--- config.mk ---
export PLATFORM = sky130hd
export DESIGN_NAME = keypad_scanner_flat
export DESIGN_NICKNAME = d
export VERILOG_FILES = /design/src/rtl/calc_defs.sv /design/src/rtl/keypad_scanner_if.sv /design/src/rtl/key_debounce.sv /design/src/rtl/keypad_scanner.sv /design/src/flat_wrapper.sv
export SDC_FILE = /design/constraint.sdc
export NUM_CORES = 1
export LEC_CHECK = 0
export ABC_AREA = 1
export CAP_MARGIN = 40
export CORE_UTILIZATION = 63
export DETAILED_ROUTE_END_ITERATION = 8
export GPL_ROUTABILITY_DRIVEN = 0
export PLACE_DENSITY = 0.84
export SYNTH_ARGS = -nofsm -noshare
export SYNTH_HDL_FRONTEND = slang
export SYNTH_SLANG_ARGS = --single-unit
--- constraint.sdc ---
create_clock -name clk -period 2.71 [get_ports clk]
set_input_delay 0.542 -clock clk [delete_from_list [all_inputs] [get_ports clk]]
set_output_delay 0.542 -clock clk [all_outputs]
set_load 0.02 [all_outputs]
--- src/rtl/calc_defs.sv ---
// Shared key-code definitions for the keypad scanner and the calculator
// control FSM that consumes its output.
//   KEY_W        : width of a key code
//   KEY_0..KEY_F : codes for the digit and hex keys
//   KEY_NONE     : code presented while no key is held
//   key_map()    : physical (row, col) position -> key code
package calc_defs;

  localparam int KEY_W = 5;

  typedef logic [KEY_W-1:0] key_t;

  localparam key_t KEY_0    = 5'h00;
  localparam key_t KEY_1    = 5'h01;
  localparam key_t KEY_2    = 5'h02;
  localparam key_t KEY_3    = 5'h03;
  localparam key_t KEY_4    = 5'h04;
  localparam key_t KEY_5    = 5'h05;
  localparam key_t KEY_6    = 5'h06;
  localparam key_t KEY_7    = 5'h07;
  localparam key_t KEY_8    = 5'h08;
  localparam key_t KEY_9    = 5'h09;
  localparam key_t KEY_A    = 5'h0A;
  localparam key_t KEY_B    = 5'h0B;
  localparam key_t KEY_C    = 5'h0C;
  localparam key_t KEY_D    = 5'h0D;
  localparam key_t KEY_E    = 5'h0E;
  localparam key_t KEY_F    = 5'h0F;
  localparam key_t KEY_NONE = 5'h10;

  // Keypad layout:
  //   r0: 1 2 3 A
  //   r1: 4 5 6 B
  //   r2: 7 8 9 C
  //   r3: E 0 F D
  function automatic key_t key_map(input logic [1:0] row, input logic [1:0] col);
    key_t code;
    case ({row, col})
      4'h0:    code = KEY_1;
      4'h1:    code = KEY_2;
      4'h2:    code = KEY_3;
      4'h3:    code = KEY_A;
      4'h4:    code = KEY_4;
      4'h5:    code = KEY_5;
      4'h6:    code = KEY_6;
      4'h7:    code = KEY_B;
      4'h8:    code = KEY_7;
      4'h9:    code = KEY_8;
      4'hA:    code = KEY_9;
      4'hB:    code = KEY_C;
      4'hC:    code = KEY_E;
      4'hD:    code = KEY_0;
      4'hE:    code = KEY_F;
      4'hF:    code = KEY_D;
      default: code = KEY_NONE;
    endcase
    return code;
  endfunction

endpackage

--- src/rtl/keypad_scanner_if.sv ---
// Keypad-side and consumer-side signals of the keypad scanner.
//   col_n     : column sense from the keypad, active-low, asynchronous
//   row_n     : row drive to the keypad, active-low, one row low at a time
//   key       : debounced key code (KEY_0..KEY_F or KEY_NONE)
//   key_press : one-cycle strobe on each newly accepted key
// master = the scanner; slave = keypad plus downstream consumer.
interface keypad_scanner_if;
  import calc_defs::*;

  logic [3:0] col_n;
  logic [3:0] row_n;
  key_t       key;
  logic       key_press;

  modport master (
    input  col_n,
    output row_n,
    output key,
    output key_press
  );

  modport slave (
    output col_n,
    input  row_n,
    input  key,
    input  key_press
  );

endinterface

--- src/rtl/key_debounce.sv ---
// Frame-level debouncer. Each frame_valid strobe delivers one complete scan
// result; the key code is only accepted after DEBOUNCE_CNT consecutive
// identical frames.
//   clk, rst    : clock, asynchronous active-high reset
//   frame_valid : one-cycle strobe at the end of every scan frame
//   frame_code  : that frame's resolved key code
//   key         : accepted (debounced) key code
//   key_press   : one-cycle pulse when key changes to a non-NONE code
module key_debounce #(
  parameter int DEBOUNCE_CNT = 3,
  parameter int KEY_W        = calc_defs::KEY_W
) (
  input  logic             clk,
  input  logic             rst,
  input  logic             frame_valid,
  input  logic [KEY_W-1:0] frame_code,
  output logic [KEY_W-1:0] key,
  output logic             key_press
);

  localparam int                 CNT_W     = (DEBOUNCE_CNT > 1) ? $clog2(DEBOUNCE_CNT) : 1;
  localparam logic [CNT_W-1:0]   CNT_MAX   = CNT_W'(DEBOUNCE_CNT - 1);
  localparam logic [KEY_W-1:0]   NONE_CODE = KEY_W'(calc_defs::KEY_NONE);

  logic [KEY_W-1:0] cand;
  logic [CNT_W-1:0] stable_cnt;

  always_ff @(posedge clk or posedge rst) begin
    if (rst) begin
      cand       <= NONE_CODE;
      stable_cnt <= '0;
      key        <= NONE_CODE;
      key_press  <= 1'b0;
    end else begin
      key_press <= 1'b0;

      if (frame_valid) begin
        if (frame_code == cand) begin
          if (stable_cnt != CNT_MAX) stable_cnt <= stable_cnt + 1'b1;
        end else begin
          cand       <= frame_code;
          stable_cnt <= '0;
        end
      end

      // Acceptance looks at the registered (post-frame) counter, so key
      // moves one cycle after the frame that completed the debounce run.
      if (stable_cnt == CNT_MAX && cand != key) begin
        key       <= cand;
        key_press <= (cand != NONE_CODE);
      end
    end
  end

endmodule

--- src/rtl/keypad_scanner.sv ---
// 4x4 matrix keypad scanner. Drives one row low at a time for SCAN_DIV
// cycles, samples the synchronised columns at the end of each dwell,
// resolves one key per 4-row frame (lowest row, then lowest column wins)
// and hands the frame result to the debouncer.
//   clk, rst : clock, asynchronous active-high reset
//   kp       : keypad_scanner_if master (col_n in; row_n, key, key_press out)
module keypad_scanner
  import calc_defs::*;
#(
  parameter int SCAN_DIV     = 1000,
  parameter int DEBOUNCE_CNT = 3
) (
  input  logic                     clk,
  input  logic                     rst,
  keypad_scanner_if.master         kp
);

  localparam int               DIV_W      = $clog2(SCAN_DIV);
  localparam logic [DIV_W-1:0] DWELL_LAST = DIV_W'(SCAN_DIV - 1);

  logic [3:0]       col_p0;
  logic [3:0]       col_s;
  logic [DIV_W-1:0] dwell_cnt;
  logic [1:0]       row_idx;
  logic [1:0]       row_nxt;
  logic [3:0]       row_n_r;
  key_t             frame_code_r;

  logic             sample;
  logic             frame_start;
  logic             frame_valid;
  key_t             row_code;
  key_t             frame_res;
  key_t             key_o;
  logic             key_press_o;

  always_comb begin
    sample      = (dwell_cnt == DWELL_LAST);
    frame_start = (dwell_cnt == '0) && (row_idx == 2'd0);
    frame_valid = sample && (row_idx == 2'd3);
    row_nxt     = row_idx + 2'd1;

    // Scan columns high to low so the lowest low column ends up winning.
    row_code = KEY_NONE;
    for (int c = 3; c >= 0; c--) begin
      if (!col_s[c]) row_code = key_map(row_idx, 2'(c));
    end

    // Row 3 is decoded in the same cycle the frame ends, so fold it in here.
    frame_res = (frame_code_r != KEY_NONE) ? frame_code_r : row_code;
  end

  // Stage: column synchroniser, dwell/row counters, frame accumulation
  always_ff @(posedge clk or posedge rst) begin
    if (rst) begin
      col_p0       <= 4'hF;
      col_s        <= 4'hF;
      dwell_cnt    <= '0;
      row_idx      <= 2'd0;
      row_n_r      <= 4'b1110;
      frame_code_r <= KEY_NONE;
    end else begin
      col_p0 <= kp.col_n;
      col_s  <= col_p0;

      if (sample) begin
        dwell_cnt <= '0;
        row_idx   <= row_nxt;
        row_n_r   <= ~(4'b0001 << row_nxt);
      end else begin
        dwell_cnt <= dwell_cnt + 1'b1;
      end

      // Rows are visited in ascending order, so first-written wins gives
      // lowest-row priority across the frame.
      if (frame_start) begin
        frame_code_r <= KEY_NONE;
      end else if (sample && row_code != KEY_NONE && frame_code_r == KEY_NONE) begin
        frame_code_r <= row_code;
      end
    end
  end

  // Stage: frame-level debounce
  key_debounce #(
    .DEBOUNCE_CNT (DEBOUNCE_CNT),
    .KEY_W        (KEY_W)
  ) u_debounce (
    .clk         (clk),
    .rst         (rst),
    .frame_valid (frame_valid),
    .frame_code  (frame_res),
    .key         (key_o),
    .key_press   (key_press_o)
  );

  assign kp.row_n     = row_n_r;
  assign kp.key       = key_o;
  assign kp.key_press = key_press_o;

endmodule

--- src/flat_wrapper.sv ---
// flat-port wrapper written by rule: the top's interface ports become plain ports
module keypad_scanner_flat import calc_defs::*;
#(
  parameter int SCAN_DIV     = 1000,
  parameter int DEBOUNCE_CNT = 3
)
  (clk, rst, kp_col_n, kp_row_n, kp_key, kp_key_press);
  keypad_scanner_if kp_i ();
  input  logic clk;
  input  logic rst;
  input wire logic [$bits(kp_i.col_n)-1:0] kp_col_n;
  output wire logic [$bits(kp_i.row_n)-1:0] kp_row_n;
  output wire logic [$bits(kp_i.key)-1:0] kp_key;
  output wire logic [$bits(kp_i.key_press)-1:0] kp_key_press;
  assign kp_i.col_n = kp_col_n;
  assign kp_row_n = kp_i.row_n;
  assign kp_key = kp_i.key;
  assign kp_key_press = kp_i.key_press;
  keypad_scanner #(.SCAN_DIV(SCAN_DIV), .DEBOUNCE_CNT(DEBOUNCE_CNT)) u_core (.clk(clk), .rst(rst), .kp(kp_i));
endmodule
==> metrics, run 1 <==
critical-path cell list=ha_1 -> nand2_1 -> inv_1 -> nand3_1 -> nor3_1 -> xor2_1 -> a21oi_1; GR Util met2=39.4%; Root Driver=clkbuf_4; Reg2Reg Depth=7; DP HPWL=3.13 mm; Die W=62.4 um; Startpoint Class=flip-flop; Fmax achieved=0.485 GHz; Worst Max-Slew Pin Slew=0.496 ns; CTS clk-pin slew, worst paths=0.12 ns; # hold bufs at CTS=0; share of cells above drive strength 1=14.2%; max cap viols=0; Worst setup EP type=flip-flop; top-area cell type share of the netlist area=30.5%; Crit Path Category=reg -> reg; Residual DRC=0; IO Port Bufs=15; Clock Tree Buf Depth=2; TritonRoute pass-1 iters=4; maximum clock skew at final layout=0.0107 ns; Final ANT Viol Nets=0; Hold Fails Final Rpt=0; met3 Use GR=5.29%; Pwr per Cell Area=393 mW/mm^2; leakage=0.00127 uW; # setup viols final=0; Starting Density=67.4%; max-slew violations=0; RSZ-0062 raised after global routing=no; die area=0.00390 mm^2; Inserted Clock Buffers=5; Area Growth Syn to Fin=11.5%; syn_nets=289; crit share post-route=76.0%; class of the worst hold path=reg -> reg; drt initial violations=123; Worst Hold Path Cells=0; Data arrival, critical path=2.29 ns; Final nets=310; Setup Buffers After CTS=0; status=complete, no violations; antenna fix cells=0; initial antenna violation count=0; post-layout min period=2.06 ns; Peak supply drop=0.248 mV; most frequent cells in the layout=nand2_1, inv_1, dfrtp_1; Synth area leaders=dfrtp_1, dfstp_2, nand2_1; count of state elements after synthesis=42; H-tree depth=2; Mapped Cells=273; PostCTS Resize Cnt=0; register area share after synthesis=46.4%; vias in the first global route=1,753; layer with the highest usage=met2; Post-Syn Area=0.00230 mm^2; crit-path max FO=12; Clock Sinks=42; CTS tree=yes; worst path required time=2.94 ns; Die Y=62.4 um; largest net degree at the start of global routing=43; setup_tns=0 ns; via count=1,813; CP max stage cell=nor3_1; max_slew headroom=66.9%; first-pass GRT wire length=7.47 mm; I/O pin cnt=16; Yosys warning total=0; total grt overflow=0; hold_ws=0.363 ns; Core Box Area=0.00342 mm^2; commonest non-fill, non-tap cell in the layout=nand2_1; std cell rows=21; met1 usage=32.3%; Synth area leader=dfrtp_1; Detailed Route WL=4.10 mm; gr usage total=24.6%; CP max stage delay=0.52 ns; WL/cell=12.0 um; routed vias/inst=5.32; syn_area_per_cell=8.43 um^2; clk_lat worst skew=0.35 ns; Distinct cells, synth=31
critical path: cells and delay by family (launching register included):
family,cells,cell delay (ns)
simple gates,3,0.97
flops,1,0.42
fa+ha+maj,1,0.21
xor+xnor,1,0.20
buf+inv,1,0.09
compound gates,1,0.06
path summary, 6_finish.rpt:
path                                               start                                           to  slack, ns
max                        u_core.dwell_cnt[0]$_DFF_PP0_  u_core.u_debounce.stable_cnt[0]$_DFFE_PP0P_       0.65
min                           u_core.col_p0[1]$_DFF_PP1_                    u_core.col_s[1]$_DFF_PP1_       0.36
max reg2reg                u_core.dwell_cnt[0]$_DFF_PP0_  u_core.u_debounce.stable_cnt[0]$_DFFE_PP0P_       0.65
min reg2reg                   u_core.col_p0[1]$_DFF_PP1_                    u_core.col_s[1]$_DFF_PP1_       0.36
max in group asynchronous                            rst               u_core.kp.row_n[1]$_DFFE_PP1N_       1.74
min in group asynchronous                            rst  u_core.u_debounce.stable_cnt[0]$_DFFE_PP0P_       0.59
through the flow:
stage	instance area (um^2)	total power [uW]	utilization [%]	setup WS (ns)	cells
global placement	2510	708	73.4	0.756	333
global route	2570	1060	75.1	0.448	341
finish	2570	1010	75.1	0.650	341
CTS	2570	1030	75.1	0.626	341
detailed placement	2510	710	73.4	0.674	333
floorplan	2300	692	-	1.02	273
cells by family (layout without fill, tap and decap cells):
| logic type | after synthesis | in the layout | synth area share, % |
|---|---|---|---|
| buffers and inverters | 47 | 69 | 7.88 |
| xor gates and xnor gates | 4 | 4 | 1.52 |
| muxes | 2 | 2 | 0.870 |
| DFF | 42 | 42 | 46.4 |
| adders and majority gates | 10 | 10 | 5.44 |
| AOI/OAI and AO/OA | 32 | 32 | 9.84 |
| and+or+nand+nor | 136 | 136 | 28.0 |
area by class of cell:
class | instances | area (um^2)
Sequential cell | 42 | 1070
Multi-Input combinational cell | 184 | 1050
Fill cell | 269 | 850
Inverter | 45 | 171
Timing Repair Buffer | 16 | 158
Tap cell | 46 | 57.6
Clock buffer | 7 | 55.1
Clock inverter | 1 | 5.00
metal layers:
metal / vias to the layer above / routed length, um
li1: 924 / -
met1: 842 / 1950
met2: 38 / 1900
met3: 9 / 172
met4: 0 / 75
met5: - / 0
power by group:
group          switching (uW)  internal (uW)  leakage [uW]
clock network             187            126     0.0000353
registers                4.88            638      0.000523
logic                    34.6           19.6      0.000710
cell usage after synthesis:
cell type	n
a2bb2oi_1	1
o21ai_0	11
and2_1	1
or2_2	1
mux2i_1	2
buf_2	2
o41ai_4	2
a21oi_1	8
ha_1	10
nand4_1	3
nor2_1	22
nor2_8	1
o22ai_1	5
inv_1	42
dfstp_2	14
o2111ai_1	1
xor2_1	4
nand2_4	2
nand3_2	3
inv_4	1
nand2_2	2
nand3_1	24
dfrtp_1	28
a21boi_0	3
o21ai_1	1
inv_2	2
nor2_2	5
nand2_1	60
nor3_1	9
nor2_4	1
nor4_1	2
registers in the layout, indices dropped and copies added, names as in the netlist:
signal                        cells
u_core.frame_code_r               5
u_core.col_s                      4
u_core.u_debounce.cand            5
u_core.col_p0                     4
u_core.u_debounce.stable_cnt      2
u_core.u_debounce.key_press       1
u_core.kp.row_n                   4
u_core.row_idx                    2
u_core.dwell_cnt                 10
u_core.u_debounce.key             5
(Power assumes the default switching activity.)
==> run 2: changes to the inputs <==
--- a/config.mk
+++ b/config.mk
@@ -7,10 +7,10 @@
 export LEC_CHECK = 0
 export ABC_AREA = 1
 export CAP_MARGIN = 40
-export CORE_UTILIZATION = 63
+export CORE_UTILIZATION = 58
 export DETAILED_ROUTE_END_ITERATION = 8
 export GPL_ROUTABILITY_DRIVEN = 0
-export PLACE_DENSITY = 0.84
+export PLACE_DENSITY = 0.78
 export SYNTH_ARGS = -nofsm -noshare
 export SYNTH_HDL_FRONTEND = slang
 export SYNTH_SLANG_ARGS = --single-unit
==> constraint.sdc (replaced) <==
create_clock -name clk -period 1.93 [get_ports clk]
set_input_delay 0.386 -clock clk [delete_from_list [all_inputs] [get_ports clk]]
set_output_delay 0.386 -clock clk [all_outputs]
set_load 0.02 [all_outputs]
==> metrics, run 2 (synthesis results as in run 1) <==
status=finished, violations left; failing checks=negative setup slack; Clock Sinks=42 (unchanged); antenna fix cells=0 (unchanged); total grt overflow=0 (unchanged); most frequent cells in the layout=nand2_1, inv_1, dfrtp_1; reg2reg end=u_core.u_debounce.stable_cnt[1]$_DFFE_PP0P_; Crit Path Category=reg -> reg; CTS clk-pin slew, worst paths=0.08 ns (-0.04 ns); WL/cell=14.5 um (+21%); gr usage total=24.6% (+0.079 points); I/O pin cnt=16 (unchanged); max cap viols=0 (unchanged); Fmax achieved=0.510 GHz (+5.2%); Place WS=-0.00524 ns (-0.679 ns); Core Box Area=0.00374 mm^2 (+9.6%); setup ws final=-0.0289 ns (-0.679 ns); max_slew headroom=67.7% (+0.89 points); CP max stage delay=0.44 ns (-0.08 ns); Inserted Clock Buffers=5 (unchanged); number of flip-flops in the largest register=10 (unchanged); via count=1,937 (+6.8%); placed cell areas=0.00254 mm^2 (+1.2%); # hold bufs at CTS=0 (unchanged); Detailed Route WL=5.13 mm (+25%); non-filler cells, final=354 (+3.8%); largest net degree at the start of global routing=43 (unchanged); Largest Register=u_core.dwell_cnt; Peak supply drop=0.466 mV (+88%); cell repeated most along the worst path=nand2_2; Data arrival, critical path=2.20 ns (-0.09 ns); Die W=65.0 um (+4.1%); post-layout min period=1.96 ns (-0.101 ns); RSZ-0062 raised after global routing=yes; Reg2Reg Depth=16 (+9); Levels on crit path=16 (+9); Starting Density=61.5% (-5.9 points); Root Driver=clkbuf_8; Critical Path Source=u_core.row_idx[0]$_DFFE_PP0N_; initial antenna violation count=0 (unchanged); r2r setup slk=-0.03 ns (-0.68 ns); Final nets=321 (+3.5%); # setup viols final=4 (+4); Worst setup endpoint=u_core.u_debounce.stable_cnt[1]$_DFFE_PP0P_; worst path required time=2.17 ns (-0.77 ns); Clock Tree Buf Depth=2 (unchanged); clk_lat worst skew=0.30 ns (-0.05 ns); maximum clock skew at final layout=0.00842 ns (-0.00232 ns); design area=0.00291 mm^2 (+13%); area of the multi-input gates=0.00123 mm^2 (+17%); Hold Fails Final Rpt=0 (unchanged); crit-path max FO=5 (-7); std cell rows=22 (+4.8%); H-tree depth=2 (unchanged); Final ANT Viol Nets=0 (unchanged); die area=0.00422 mm^2 (+8.3%); Worst Max-Slew Pin Slew=0.482 ns (-0.0136 ns); max-slew violations=0 (unchanged); CTS tree=yes; IO Port Bufs=15 (unchanged); WP buf/inv=2 (+1); crit-path leading delay family=simple AND/OR/NAND/NOR gates; TritonRoute pass-1 iters=4 (unchanged); commonest non-fill, non-tap cell in the layout=nand2_1; placed insts=337 (+1.2%); first-pass GRT wire length=7.60 mm (+1.8%); drt initial violations=169 (+37%); vias in the first global route=1,686 (-3.8%); Worst setup EP type=flip-flop; crit share post-route=101% (+25 points); leakage=0.00137 uW (+8.4%); Fillers=254 (-5.6%); share of cells above drive strength 1=28.8% (+15 points); DP HPWL=3.27 mm (+4.2%); Area Growth Syn to Fin=26.3%; Residual DRC=0 (unchanged); Startpoint Class=flip-flop; Pwr per Cell Area=582 mW/mm^2 (+48%); FF/Latch Area=0.00107 mm^2 (+0.12%); Reg2Reg Launch Point=u_core.row_idx[0]$_DFFE_PP0N_; class of the worst hold path=reg -> reg; routed vias/inst=5.47 (+2.9%); Die Y=65.0 um (+4.1%); CP max stage cell=dfrtp_1; critical-path cell list=inv_2 -> buf_6 -> ha_4 -> nor2_2 -> nand2_1 -> nand3_2 -> nand2_2 -> nand3_4 -> nand2_2 -> nand2_1 -> nand2_2 -> nor2_4 -> nand2_4 -> nand2_4 -> nand2_2 -> nand2_2
==> run 2: changes by cell type in the layout (fill, tap and decap cells not counted), moves of 6 or more <==
cell and change:
buf_4 +8, ha_1 -7, ha_4 +6, nand2_1 -10, nand2_2 +10, nand3_1 -7
==> run 2: how the worst min path moves through the flow <==
| stage | startpoint | to | cells past startpoint |
|---|---|---|---|
| 4_1_cts | u_core.col_p0[0]$_DFF_PP1_ | u_core.col_s[0]$_DFF_PP1_ | 0 |
| 2_1_floorplan | u_core.col_p0[0]$_DFF_PP1_ | u_core.col_s[0]$_DFF_PP1_ | 0 |
| 3_3_place_gp | u_core.col_p0[0]$_DFF_PP1_ | u_core.col_s[0]$_DFF_PP1_ | 0 |
| 5_1_grt | u_core.col_p0[0]$_DFF_PP1_ | u_core.col_s[0]$_DFF_PP1_ | 0 |
| 6_report | u_core.col_p0[0]$_DFF_PP1_ | u_core.col_s[0]$_DFF_PP1_ | 0 |
| 3_5_place_dp | u_core.col_p0[0]$_DFF_PP1_ | u_core.col_s[0]$_DFF_PP1_ | 0 |
==> run 2: where the power goes <==
group,internal (uW),leakage [uW],switching [uW]
clock network,381,0.0000579,307
registers,896,0.000521,8.69
logic,37.3,0.000796,60.5
==> run 2: what timing repair did <==
action / 4_1_cts / 5_1_grt
gates resized for setup: 1 / 48
setup buffers: 1 / 8
pin swaps: 0 / 18
endpoints found under the setup margin: 5 / 7
==> run 2: routing by layer <==
metal / up-vias / wire [um] / global-route usage [%]
met5: - / 0 / 0
met4: 0 / 84 / 9.17
met3: 6 / 161 / 5.81
met2: 41 / 2480 / 38.0
met1: 950 / 2410 / 33.5
li1: 940 / - / -
==> run 2: metrics by stage <==
step	util [%]	setup TNS (ns)	hold slack, ns	power, uW
2_1_floorplan	-	0	0.345	972
3_3_place_gp	67.7	0	0.346	1000
3_5_place_dp	67.7	-0.00524	0.347	1000
4_1_cts	70.9	0	0.359	1680
5_1_grt	77.6	-0.701	0.362	1750
6_report	77.6	-0.0521	0.358	1690
==> run 2: area by class of cell <==
type	instances	area share (%)
repair buffers	27	8.96
inverters	45	6.07
flip-flops and latches	42	36.8
clock buffers	5	2.37
well taps	48	2.07
clock inverters	3	1.38
multi-input cells	184	42.3
==> run 3: changes to the inputs <==
--- a/config.mk
+++ b/config.mk
@@ -11,6 +11,7 @@
 export DETAILED_ROUTE_END_ITERATION = 8
 export GPL_ROUTABILITY_DRIVEN = 0
 export PLACE_DENSITY = 0.78
+export SKIP_CTS_REPAIR_TIMING = 1
 export SYNTH_ARGS = -nofsm -noshare
 export SYNTH_HDL_FRONTEND = slang
 export SYNTH_SLANG_ARGS = --single-unit
==> metrics, run 3 (synthesis results as in run 1) <==
status=complete, no violations; drt initial violations=155 (-8.3%); max cap viols=0 (unchanged); Fmax achieved=0.529 GHz (+3.5%); initial antenna violation count=0 (unchanged); CTS clk-pin slew, worst paths=0.08 ns (about the same); FF/Latch Area=0.00107 mm^2 (unchanged); Hold Fails Final Rpt=0 (unchanged); max_slew headroom=68.3% (+0.54 points); Die W=65.0 um (unchanged); Data arrival, critical path=2.09 ns (-0.11 ns); std cell rows=22 (unchanged); die area=0.00422 mm^2 (unchanged); Area Growth Syn to Fin=25.7%; gr usage total=24.4% (-0.19 points); WL/cell=14.1 um (-2.8%); via count=1,919 (-0.93%); class of the worst hold path=reg -> reg; H-tree depth=2 (unchanged); share of cells above drive strength 1=28.4% (-0.33 points); crit-path max FO=5 (unchanged); Startpoint Class=flip-flop; hold_ws=0.358 ns (+0.000172 ns); Crit Path Category=reg -> reg; Inserted Clock Buffers=5 (unchanged); clk_lat worst skew=0.30 ns (about the same); total grt overflow=0 (unchanged); antenna fix cells=0 (unchanged); Root Driver=clkbuf_8; crit share post-route=98.0% (-3.5 points); area of the multi-input gates=0.00122 mm^2 (-0.81%); most frequent cells in the layout=nand2_1, inv_1, dfrtp_1; Detailed Route WL=4.99 mm (-2.8%); leakage=0.00137 uW (-0.11%); final core occ=77.2% (-0.37 points); IO Port Bufs=15 (unchanged); maximum clock skew at final layout=0.00673 ns (-0.00169 ns); Fillers=261 (+2.8%); largest net degree at the start of global routing=43 (unchanged); DP HPWL=3.27 mm (unchanged); routed vias/inst=5.42 (-0.93%); Die Y=65.0 um (unchanged); Worst Max-Slew Pin Slew=0.474 ns (-0.00804 ns); Worst setup EP type=flip-flop; worst path required time=2.13 ns (-0.04 ns); Pwr per Cell Area=584 mW/mm^2 (+0.30%); number of flip-flops in the largest register=10 (unchanged); Core Box Area=0.00374 mm^2 (unchanged); Peak supply drop=0.473 mV (+1.5%); # setup viols final=0 (-4); placed insts=337 (unchanged); Residual DRC=0 (unchanged); I/O pin cnt=16 (unchanged); TritonRoute pass-1 iters=4 (unchanged); max-slew violations=0 (unchanged); Clock Tree Buf Depth=2 (unchanged); design area=0.00289 mm^2 (-0.47%); Clock Sinks=42 (unchanged); vias in the first global route=1,676 (-0.59%); Starting Density=61.5% (unchanged); Final ANT Viol Nets=0 (unchanged); non-filler cells, final=354 (unchanged); CTS tree=yes; post-layout min period=1.89 ns (-0.0668 ns); commonest non-fill, non-tap cell in the layout=nand2_1; placed cell areas=0.00254 mm^2 (unchanged); Final nets=321 (unchanged); Largest Register=u_core.dwell_cnt; first-pass GRT wire length=7.55 mm (-0.72%)
run 3: cell types whose count changed in the layout (fill, tap and decap cells not counted):
cell | previous run | this run
nand3_4 | 2 | 1
buf_6 | 2 | 1
nor2_2 | 5 | 4
nor2_1 | 20 | 21
buf_4 | 9 | 10
nand3_2 | 8 | 9
run 3: worst paths after layout:
kind / start / end / slack, ns / depth (start not counted)
min in group asynchronous: rst / u_core.kp.row_n[0]$_DFFE_PP0N_ / 0.43 / 3
hold reg to reg: u_core.col_p0[0]$_DFF_PP1_ / u_core.col_s[0]$_DFF_PP1_ / 0.36 / 0
hold / removal: u_core.col_p0[0]$_DFF_PP1_ / u_core.col_s[0]$_DFF_PP1_ / 0.36 / 0
max in group asynchronous: rst / u_core.u_debounce.key[4]$_DFFE_PP1P_ / 1.22 / 3
setup reg to reg: u_core.row_idx[0]$_DFFE_PP0N_ / u_core.u_debounce.stable_cnt[1]$_DFFE_PP0P_ / 0.04 / 14
setup / recovery: u_core.row_idx[0]$_DFFE_PP0N_ / u_core.u_debounce.stable_cnt[1]$_DFFE_PP0P_ / 0.04 / 14
run 3: final cells by class:
type | instances | area share (%)
Multi-Input combinational cell | 184 | 42.2
Sequential cell | 42 | 37.0
Timing Repair Buffer | 27 | 8.87
Inverter | 45 | 6.10
Clock buffer | 5 | 2.38
Tap cell | 48 | 2.08
Clock inverter | 3 | 1.38
run 3: worst max-delay path: stages (launching register included):
cell and delay (ns):
dfrtp_1 0.43, buf_4 0.18, ha_4 0.16, nor2_1 0.15, nor2_2 0.10, nand2_1 0.07
nand3_1 0.09, nand2_1 0.11, nand2_1 0.05, nand2_1 0.11, nor2_4 0.05, nand2_4 0.08
nand2_4 0.07, nand2_2 0.08, nand2_2 0.05
run 3: metrics by stage:
step | setup TNS, ns | worst slack [ns] | power, uW
global route | -0.281 | -0.0845 | 1750
finish | 0 | 0.0379 | 1690
global placement | 0 | 0.0338 | 1000
floorplan | 0 | 0.235 | 972
CTS | -0.121 | -0.0464 | 1680
detailed placement | -0.00524 | -0.00524 | 1000
run 3: where the power goes:
part,total [uW],internal (uW),switching (uW)
sequential,904,896,8.06
combinational,96.2,37.0,59.2
clock,688,381,307
run 3: layer usage:
metal  global-route usage, %  wire length, um
met5                       0                0
met4                    9.17              124
met3                    5.81              202
met2                    37.5             2360
met1                    33.4             2300
